## src/rtl/uart_rx_if.sv

```systemverilog
// Receive-side handshake bundle: received word, valid/ready pair and overrun pulse.
// master = receiver (drives data/valid/overrun), slave = consuming logic (drives ready).
interface uart_rx_if #(
  parameter int DATA_WIDTH = 8
);
  logic [DATA_WIDTH-1:0] data;
  logic                  valid;
  logic                  ready;
  logic                  overrun;

  modport master (
    output data,
    output valid,
    output overrun,
    input  ready
  );

  modport slave (
    input  data,
    input  valid,
    input  overrun,
    output ready
  );
endinterface

```

## src/rtl/uart_rx.sv

```systemverilog
// UART receiver: 1 start, DATA_WIDTH data bits LSB first, 1 stop, no parity; valid/ready output.
// Optional UART_RX_FRAME_ERR_EN adds a one-cycle frame_err pulse on a bad stop bit.
module uart_rx #(
  parameter int DATA_WIDTH = 8,
  parameter int BAUD_RATE  = 115200,
  parameter int CLK_FREQ   = 100_000_000
) (
  input  logic      clk,
  input  logic      rst,
  input  logic      uart_in,
`ifdef UART_RX_FRAME_ERR_EN
  output logic      frame_err,
`endif
  uart_rx_if.master rx_if
);

  localparam int PULSE_WIDTH      = CLK_FREQ / BAUD_RATE;
  localparam int HALF_PULSE_WIDTH = PULSE_WIDTH / 2;
  localparam int CCW              = (PULSE_WIDTH > 1) ? $clog2(PULSE_WIDTH) : 1;
  localparam int BCW              = (DATA_WIDTH > 1) ? $clog2(DATA_WIDTH) : 1;

  localparam logic [CCW-1:0] CNT_FULL = CCW'(PULSE_WIDTH - 1);
  localparam logic [CCW-1:0] CNT_HALF = CCW'(HALF_PULSE_WIDTH - 1);
  localparam logic [BCW-1:0] BIT_LAST = BCW'(DATA_WIDTH - 1);

  typedef enum logic [2:0] {
    S_IDLE,
    S_START,
    S_DATA,
    S_STOP,
    S_BREAK
  } state_e;

  state_e                state_q, state_d;
  logic [1:0]            sync_q, sync_d;
  logic [CCW-1:0]        clk_cnt_q, clk_cnt_d;
  logic [BCW-1:0]        bit_cnt_q, bit_cnt_d;
  logic [DATA_WIDTH-1:0] shift_q, shift_d;
  logic [DATA_WIDTH-1:0] data_q, data_d;
  logic                  valid_q, valid_d;
  logic                  overrun_q, overrun_d;
`ifdef UART_RX_FRAME_ERR_EN
  logic                  frame_err_q, frame_err_d;
`endif

  logic rx_s;
  logic sample;
  logic word_done;

  assign sync_d = {sync_q[0], uart_in};
  assign rx_s   = sync_q[1];
  assign sample = (clk_cnt_q == '0);

  always_ff @(posedge clk) begin
    if (rst) begin
      state_q     <= S_IDLE;
      sync_q      <= 2'b11;
      clk_cnt_q   <= '0;
      bit_cnt_q   <= '0;
      shift_q     <= '0;
      data_q      <= '0;
      valid_q     <= 1'b0;
      overrun_q   <= 1'b0;
`ifdef UART_RX_FRAME_ERR_EN
      frame_err_q <= 1'b0;
`endif
    end else begin
      state_q     <= state_d;
      sync_q      <= sync_d;
      clk_cnt_q   <= clk_cnt_d;
      bit_cnt_q   <= bit_cnt_d;
      shift_q     <= shift_d;
      data_q      <= data_d;
      valid_q     <= valid_d;
      overrun_q   <= overrun_d;
`ifdef UART_RX_FRAME_ERR_EN
      frame_err_q <= frame_err_d;
`endif
    end
  end

  always_comb begin
    state_d = state_q;
    case (state_q)
      S_IDLE:  if (!rx_s) state_d = S_START;
      S_START: if (sample) state_d = rx_s ? S_IDLE : S_DATA;
      S_DATA:  if (sample && (bit_cnt_q == BIT_LAST)) state_d = S_STOP;
      S_STOP:  if (sample) state_d = rx_s ? S_IDLE : S_BREAK;
      // A held-low line parks here so it cannot retrigger a frame.
      S_BREAK: if (rx_s) state_d = S_IDLE;
      default: state_d = S_IDLE;
    endcase
  end

  always_comb begin
    clk_cnt_d   = clk_cnt_q;
    bit_cnt_d   = bit_cnt_q;
    shift_d     = shift_q;
    data_d      = data_q;
    valid_d     = valid_q;
    overrun_d   = 1'b0;
    word_done   = 1'b0;
`ifdef UART_RX_FRAME_ERR_EN
    frame_err_d = 1'b0;
`endif

    case (state_q)
      S_IDLE: begin
        if (!rx_s) clk_cnt_d = CNT_HALF;
      end
      S_START: begin
        if (!sample) begin
          clk_cnt_d = clk_cnt_q - 1'b1;
        end else if (!rx_s) begin
          clk_cnt_d = CNT_FULL;
          bit_cnt_d = '0;
        end
      end
      S_DATA: begin
        if (!sample) begin
          clk_cnt_d = clk_cnt_q - 1'b1;
        end else begin
          shift_d[bit_cnt_q] = rx_s;
          clk_cnt_d          = CNT_FULL;
          if (bit_cnt_q != BIT_LAST) bit_cnt_d = bit_cnt_q + 1'b1;
        end
      end
      S_STOP: begin
        if (!sample) begin
          clk_cnt_d = clk_cnt_q - 1'b1;
        end else if (rx_s) begin
          word_done = 1'b1;
        end else begin
`ifdef UART_RX_FRAME_ERR_EN
          frame_err_d = 1'b1;
`endif
        end
      end
      default: ;
    endcase

    // A finished word is accepted only if the output slot is free or being freed now.
    if (word_done && (!valid_q || rx_if.ready)) begin
      data_d  = shift_q;
      valid_d = 1'b1;
    end else if (word_done) begin
      overrun_d = 1'b1;
    end else if (valid_q && rx_if.ready) begin
      valid_d = 1'b0;
    end
  end

  assign rx_if.data    = data_q;
  assign rx_if.valid   = valid_q;
  assign rx_if.overrun = overrun_q;
`ifdef UART_RX_FRAME_ERR_EN
  assign frame_err     = frame_err_q;
`endif

endmodule

```

## src/flat_wrapper.sv

```systemverilog
// flat-port wrapper written by rule: the top's interface ports become plain ports
module uart_rx_flat 
#(
  parameter int DATA_WIDTH = 8,
  parameter int BAUD_RATE  = 115200,
  parameter int CLK_FREQ   = 100_000_000
)
  (clk, rst, uart_in, rx_if_data, rx_if_valid, rx_if_overrun, rx_if_ready);
  uart_rx_if #(.DATA_WIDTH(DATA_WIDTH)) rx_if_i ();
  input  logic clk;
  input  logic rst;
  input  logic uart_in;
  output wire logic [$bits(rx_if_i.data)-1:0] rx_if_data;
  output wire logic [$bits(rx_if_i.valid)-1:0] rx_if_valid;
  output wire logic [$bits(rx_if_i.overrun)-1:0] rx_if_overrun;
  input wire logic [$bits(rx_if_i.ready)-1:0] rx_if_ready;
  assign rx_if_data = rx_if_i.data;
  assign rx_if_valid = rx_if_i.valid;
  assign rx_if_overrun = rx_if_i.overrun;
  assign rx_if_i.ready = rx_if_ready;
  uart_rx #(.DATA_WIDTH(DATA_WIDTH), .BAUD_RATE(BAUD_RATE), .CLK_FREQ(CLK_FREQ)) u_core (.clk(clk), .rst(rst), .uart_in(uart_in), .rx_if(rx_if_i));
endmodule
```

## config.mk

```make
export PLATFORM = sky130hd
export DESIGN_NAME = uart_rx_flat
export DESIGN_NICKNAME = d
export VERILOG_FILES = /design/src/rtl/uart_rx_if.sv /design/src/rtl/uart_rx.sv /design/src/flat_wrapper.sv
export SDC_FILE = /design/constraint.sdc
export NUM_CORES = 1
export LEC_CHECK = 0
export BUFFER_PORTS_ARGS = -buffer_cell sky130_fd_sc_hd__buf_2
export CAP_MARGIN = 15
export CORE_AREA = 2 2 52 102
export CTS_CLUSTER_DIAMETER = 100
export CTS_CLUSTER_SIZE = 8
export DETAILED_ROUTE_END_ITERATION = 8
export DIE_AREA = 0 0 54 104
export PLACE_DENSITY_LB_ADDON = 0.1
export SYNTH_ARGS = -nofsm -noshare
export SYNTH_HDL_FRONTEND = slang
export SYNTH_SLANG_ARGS = --single-unit
```

## constraint.sdc

```tcl
create_clock -name clk -period 2.2 [get_ports clk]
set_clock_uncertainty 0.2 [all_clocks]
set_input_delay 0.22 -clock clk [delete_from_list [all_inputs] [get_ports clk]]
set_output_delay 0.22 -clock clk [all_outputs]
set_load 0.005 [all_outputs]
```

# Word-level counts from Yosys, hierarchy flattened
# Index checks and enable logic that the tools add are counted.
[word_totals] ff_bits=36 input_bits=4 out_inout_bits=10
[op_classes] add_sub_neg=2 n_lt_le_gt_ge=2 eq_ne=17 mux=29 n_reduce_logical=17
[ops] operator="$mux W10" n=5
[ops] operator="$pmux W10 S4" n=1
[ops] operator="$mux W3" n=10
[ops] operator="$pmux W3 S5" n=1
[ops] operator="$ne A2 B1 Y1 const B" n=6
[ops] operator="$logic_not A10 Y1" n=1
[ops] operator="$reduce_and A5 Y1" n=2
[ops] operator="$sub A10 B1 Y10 const B" n=1
[ops] operator="$bwmux W8" n=1
[ops] operator="$mux W1" n=8
[ops] operator="$ne A2 B2 Y1 const B" n=4
[ops] operator="$eq A3 B2 Y1 const B" n=2
[ops] operator="$eq A3 B3 Y1 const B" n=2
[ops] operator="$ne A3 B3 Y1 const B" n=2
[ops] operator="$pmux W3 S2" n=1
[ops] operator="$logic_and A1 B1 Y1" n=4
[ops] operator="$lt A3 B4 Y1 const B" n=1
[ops] operator="$reduce_and A2 Y1" n=2
[ops] operator="$reduce_and A4 Y1" n=1
[ops] operator="$reduce_bool A2 Y1" n=2
[ops] operator="$reduce_bool A4 Y1" n=1
[ops] operator="$add A3 B1 Y3 const B" n=1
[ops] operator="$demux W1 S3" n=1
[ops] operator="$eq A3 B1 Y1 const B" n=1
[ops] operator="6 further kinds" n=6

# Depth between registers and ports, before layout
[logic_depth] depth_word=6 ltp_mapped=8 mapped_depth_nobuf=7

# Least setup slack after synthesis
# Ideal clock, no wire load.
[synth_path] kind="register to register" from="register u_core.clk_cnt_q[0]" to="register u_core.data_q[1], in the netlist u_core.rx_if.data[1]" setup_time_ns=0.129 arrival_ns=1.870 required_ns=1.871 slack_ns=0.001 stages_incl_launch_ff=9 period_less_slack_ns=2.199 path_cell_list="dfxtp_1 -> inv_1 -> ha_1 -> or4b_1 -> buf_4 -> nor3_4 -> nand4_4 -> mux2i_1 -> nor2_1"
[synth_via] elab_chain_cells=4
[synth_rtl] element="start, declared" line="uart_rx.sv:36" source="logic [CCW-1:0] clk_cnt_q, clk_cnt_d;"
[synth_rtl] element="start signal, assigned" line="uart_rx.sv:70" source="clk_cnt_q <= clk_cnt_d;"
[synth_rtl] element="$logic_not A10 Y1" line="uart_rx.sv:52" source="assign sample = (clk_cnt_q == '0);"
[synth_rtl] element="$mux W1" line="uart_rx.sv:129" source="if (!sample) begin"
[synth_rtl] element="$mux W1" line="uart_rx.sv:107" source="case (state_q)"
[synth_rtl] element="$logic_and A1 B1 Y1" line="uart_rx.sv:143" source="if (word_done && (!valid_q || rx_if.ready)) begin"
[synth_rtl] element="end signal, assigned" line="uart_rx.sv:73" source="data_q <= data_d;"
[synth_rtl] element="end, declared" line="uart_rx.sv:39" source="logic [DATA_WIDTH-1:0] data_q, data_d;"
# Every way passes these cells.
# A chain may end at the register's enable or synchronous reset.

# Worst setup path in the final report
[layout_path] from="register u_core.clk_cnt_q[1]" to="register u_core.data_q[5], in the netlist u_core.rx_if.data[5]"
# Same word-level chain as after synthesis.

==> flow_summary.yaml <==
outcome:
  status: "finished clean"
finish:
  seqCellArea_um2: 724
  n_fill_cell: 492
  fin_util_pct: 47.2
  final_cell_count_no_fill: 308
  multiInputGateArea_mm2: 0.00109
  area_delta_synth_final_pct: 25.5
  drive_above_1_share_pct: 31.5
  fin_nets: 258
  antenna_cells: 0
logic_synthesis:
  yosys_warnings: 0
  synthCells: 211
  yosysMostFrequentCell: "dfxtp_1"
  ys.flop_type: "dfxtp_1"
  netlist_top_cells_count: "dfxtp_1, nand2_1, nor2_1, a21oi_1, mux2i_1"
  synth_edf_count: 0
  synth.area.top_cells: "dfxtp_1, mux2i_1, nand2_1"
  syn-cell-area_mm2: 0.00183
  synth_cell_types: 48
  synth_top_area_share_pct: 39.4
  synth_largest_area_cell: "dfxtp_1"
  synth-seq-area-share_pct: 39.4
  synth_fp_nets: 219
  async_flop_share_pct: 0
  syn_avg_cell_area_um2: 8.67
  yosys_register_bits: 36
placed_design:
  dp_hpwl_um: 3620
  portBuffers: 13
  place_congestion: 0.880
  placed_cells: 296
  dp_slack_ns: -0.125
power:
  power.total_mw: 1.43
  ir_drop_mv: 0.357
  leakagePower_nw: 0.943
  powerDensity_mw_per_mm2: 622
floorplanning:
  ios: 14
  die_area_mm2: 0.00562
  dieHeight_um: 104
  die_width_um: 54
  start_util_pct: 37.6
  rows: 36
  core_area_mm2: 0.00486
sta:
  worstMarginPinSlew_ns: 0.662
  finalCritPeriodShare_pct: 97.5
  finalHoldViolations: 0
  drv_slew: 0
  rsz0062_at_grt: "true"
  fin_crit_ns: 2.14
  hold_slack_ns: 0.118
  fmax_mhz: 466
  maxSlewHeadroom_pct: 55.8
  layout_setup_ws_ns: 0.0550
  setup_viol: 0
setup_path:
  arrival_ns: 2.10
  r2r-start: "u_core.clk_cnt_q[1]"
  crit_path_start: "u_core.clk_cnt_q[1]"
  rrSetupSlack_ns: 0.06
  regToRegEndpoint: "u_core.rx_if.data[5]"
  cp_top_family: "simple AND/OR/NAND/NOR gates"
  path_max_fanout: 8
  cp-end-kind: "flop"
  max_stage_delay_ns: 0.51
  cp-start-kind: "flop"
  r2r_cells: 7
  path_buf_inv: 1
  critPathSlowestCell: "or4b_4"
  critPathRequiredTime_ns: 2.15
  path_cells: "inv_2 > ha_4 > or4b_4 > nor3_4 > nand4_4 > mux2i_1 > nor2_1"
  worstSetupPathType: "reg2reg"
worst_hold_path:
  hp-class: "in2reg"
  min_from: "rx_if_ready"
  hold_end: "u_core.rx_if.overrun"
  worstHoldPathCells: 3
detailed_routing:
  drtAntennaViolNets: 0
  first_pass_iters: 4
  routed_wirelength_um: 4740
  drc: 0
  via_per_inst: 5.51
  num_vias: 1698
  wl_per_cell_um: 15.4
  drtIter0Drc: 39
grt:
  grt_pass1_vias: 1656
  overflow: 0
  grt_util_all_layers_pct: 18.2
  grt_pass1_wl_um: 7530
  grt_max_degree: 37
  antenna_found_initial: 0
clock_tree:
  cts_tree: "done"
  clock-sinks: 36
  cts_buffer_depth: 2
  clk_pin_slew_ns: 0.07
  numCtsBuffers: 5
  cts_root_buffer: "clkbuf_8"
  htree_levels: 2
  clkLatencyLatePin_ns: 0.28
run:
  drv_cap: 0
## worst register-to-register path, delay by kind of cell, from the launching register on
| family | cells | cell delay, ns |
|---|---|---|
| adders and majority gates | 1 | 0.13 |
| muxes | 1 | 0.22 |
| DFF | 1 | 0.34 |
| buffers and inverters | 1 | 0.08 |
| and+or+nand+nor | 4 | 1.05 |
## how the worst max path moves through the flow
| stage | to | slack, ns | cells past startpoint |
|---|---|---|---|
| after floorplan | u_core.rx_if.data[1] | 0.001 | 8 |
| after global placement | u_core.shift_q[1] | -0.08 | 9 |
| after detailed placement | u_core.shift_q[1] | -0.13 | 9 |
| after CTS | u_core.shift_q[3] | 0.0007 | 9 |
| after global routing | u_core.rx_if.data[3] | -0.04 | 7 |
| final | u_core.rx_if.data[5] | 0.06 | 7 |
## timing repair
action	CTS	global route
setup buffers	1	2
hold buffers	1	0
pin swaps	4	9
resized for setup	6	12
setup endpoints to repair	27	24
hold endpoints to repair	1	0
## sequential cells by signal, summed over array words and instances (netlist names)
name / flops
u_core.clk_cnt_q: 10
u_core.rx_if.data: 8
u_core.shift_q: 8
u_core.bit_cnt_q: 3
u_core.state_q: 3
u_core.sync_q: 2
u_core.rx_if.overrun: 1
u_core.rx_if.valid: 1
## report_power, final
group          internal, mW  total [mW]  switching, mW
sequential            0.665       0.680         0.0158
combinational         0.132       0.284          0.152
clock                 0.221       0.464          0.243
total                  1.02        1.43          0.411
## cells in the final DEF (no fill, tap or decap), types with 3 or more instances in the layout
master    instances
a21oi_1          17
a31oi_1           3
buf_2            13
buf_4            30
clkbuf_8          5
dfxtp_1          33
dfxtp_2           3
ha_1              3
mux2i_1          11
nand2_1          24
nand2b_1          4
nand3_1          10
nor2_1           23
nor2b_1           5
nor3_1            9
nor4_4            4
o21ai_0           4
## logic make-up (layout without fill, tap and decap cells)
family / count (synthesis) / after routing / share of synthesized area, %
DFF: 36 / 36 / 39.4
buffers and inverters: 16 / 56 / 4.38
muxes: 11 / 11 / 6.02
and+or+nand+nor: 99 / 99 / 31.7
adders and majority gates: 4 / 4 / 2.74
AOI/OAI and AO/OA: 43 / 43 / 14.8
xor gates and xnor gates: 2 / 2 / 0.958
## area by class of cell
class	count	area share, %
tap	57	3.11
inverter	3	0.490
multi-input combinational	159	47.5
timing repair buffer	45	13.6
sequential	36	31.6
clock buffer	5	3.00
clock inverter	3	0.817
## metrics by stage
step | setup TNS (ns) | instance area, um2
2_1_floorplan | 0 | 1830
3_3_place_gp | -0.824 | 2110
3_5_place_dp | -2.24 | 2110
4_1_cts | 0 | 2240
5_1_grt | -0.344 | 2300
6_report | 0 | 2300
## metal layers
metal	wire length [um]	vias up	global-route usage (%)
met4	238	0	10.4
li1	-	827	-
met1	1610	816	16.0
met5	0	-	0
met2	2780	37	34.8
met3	102	18	2.73
No activity file was read; power rests on OpenSTA's default activity.
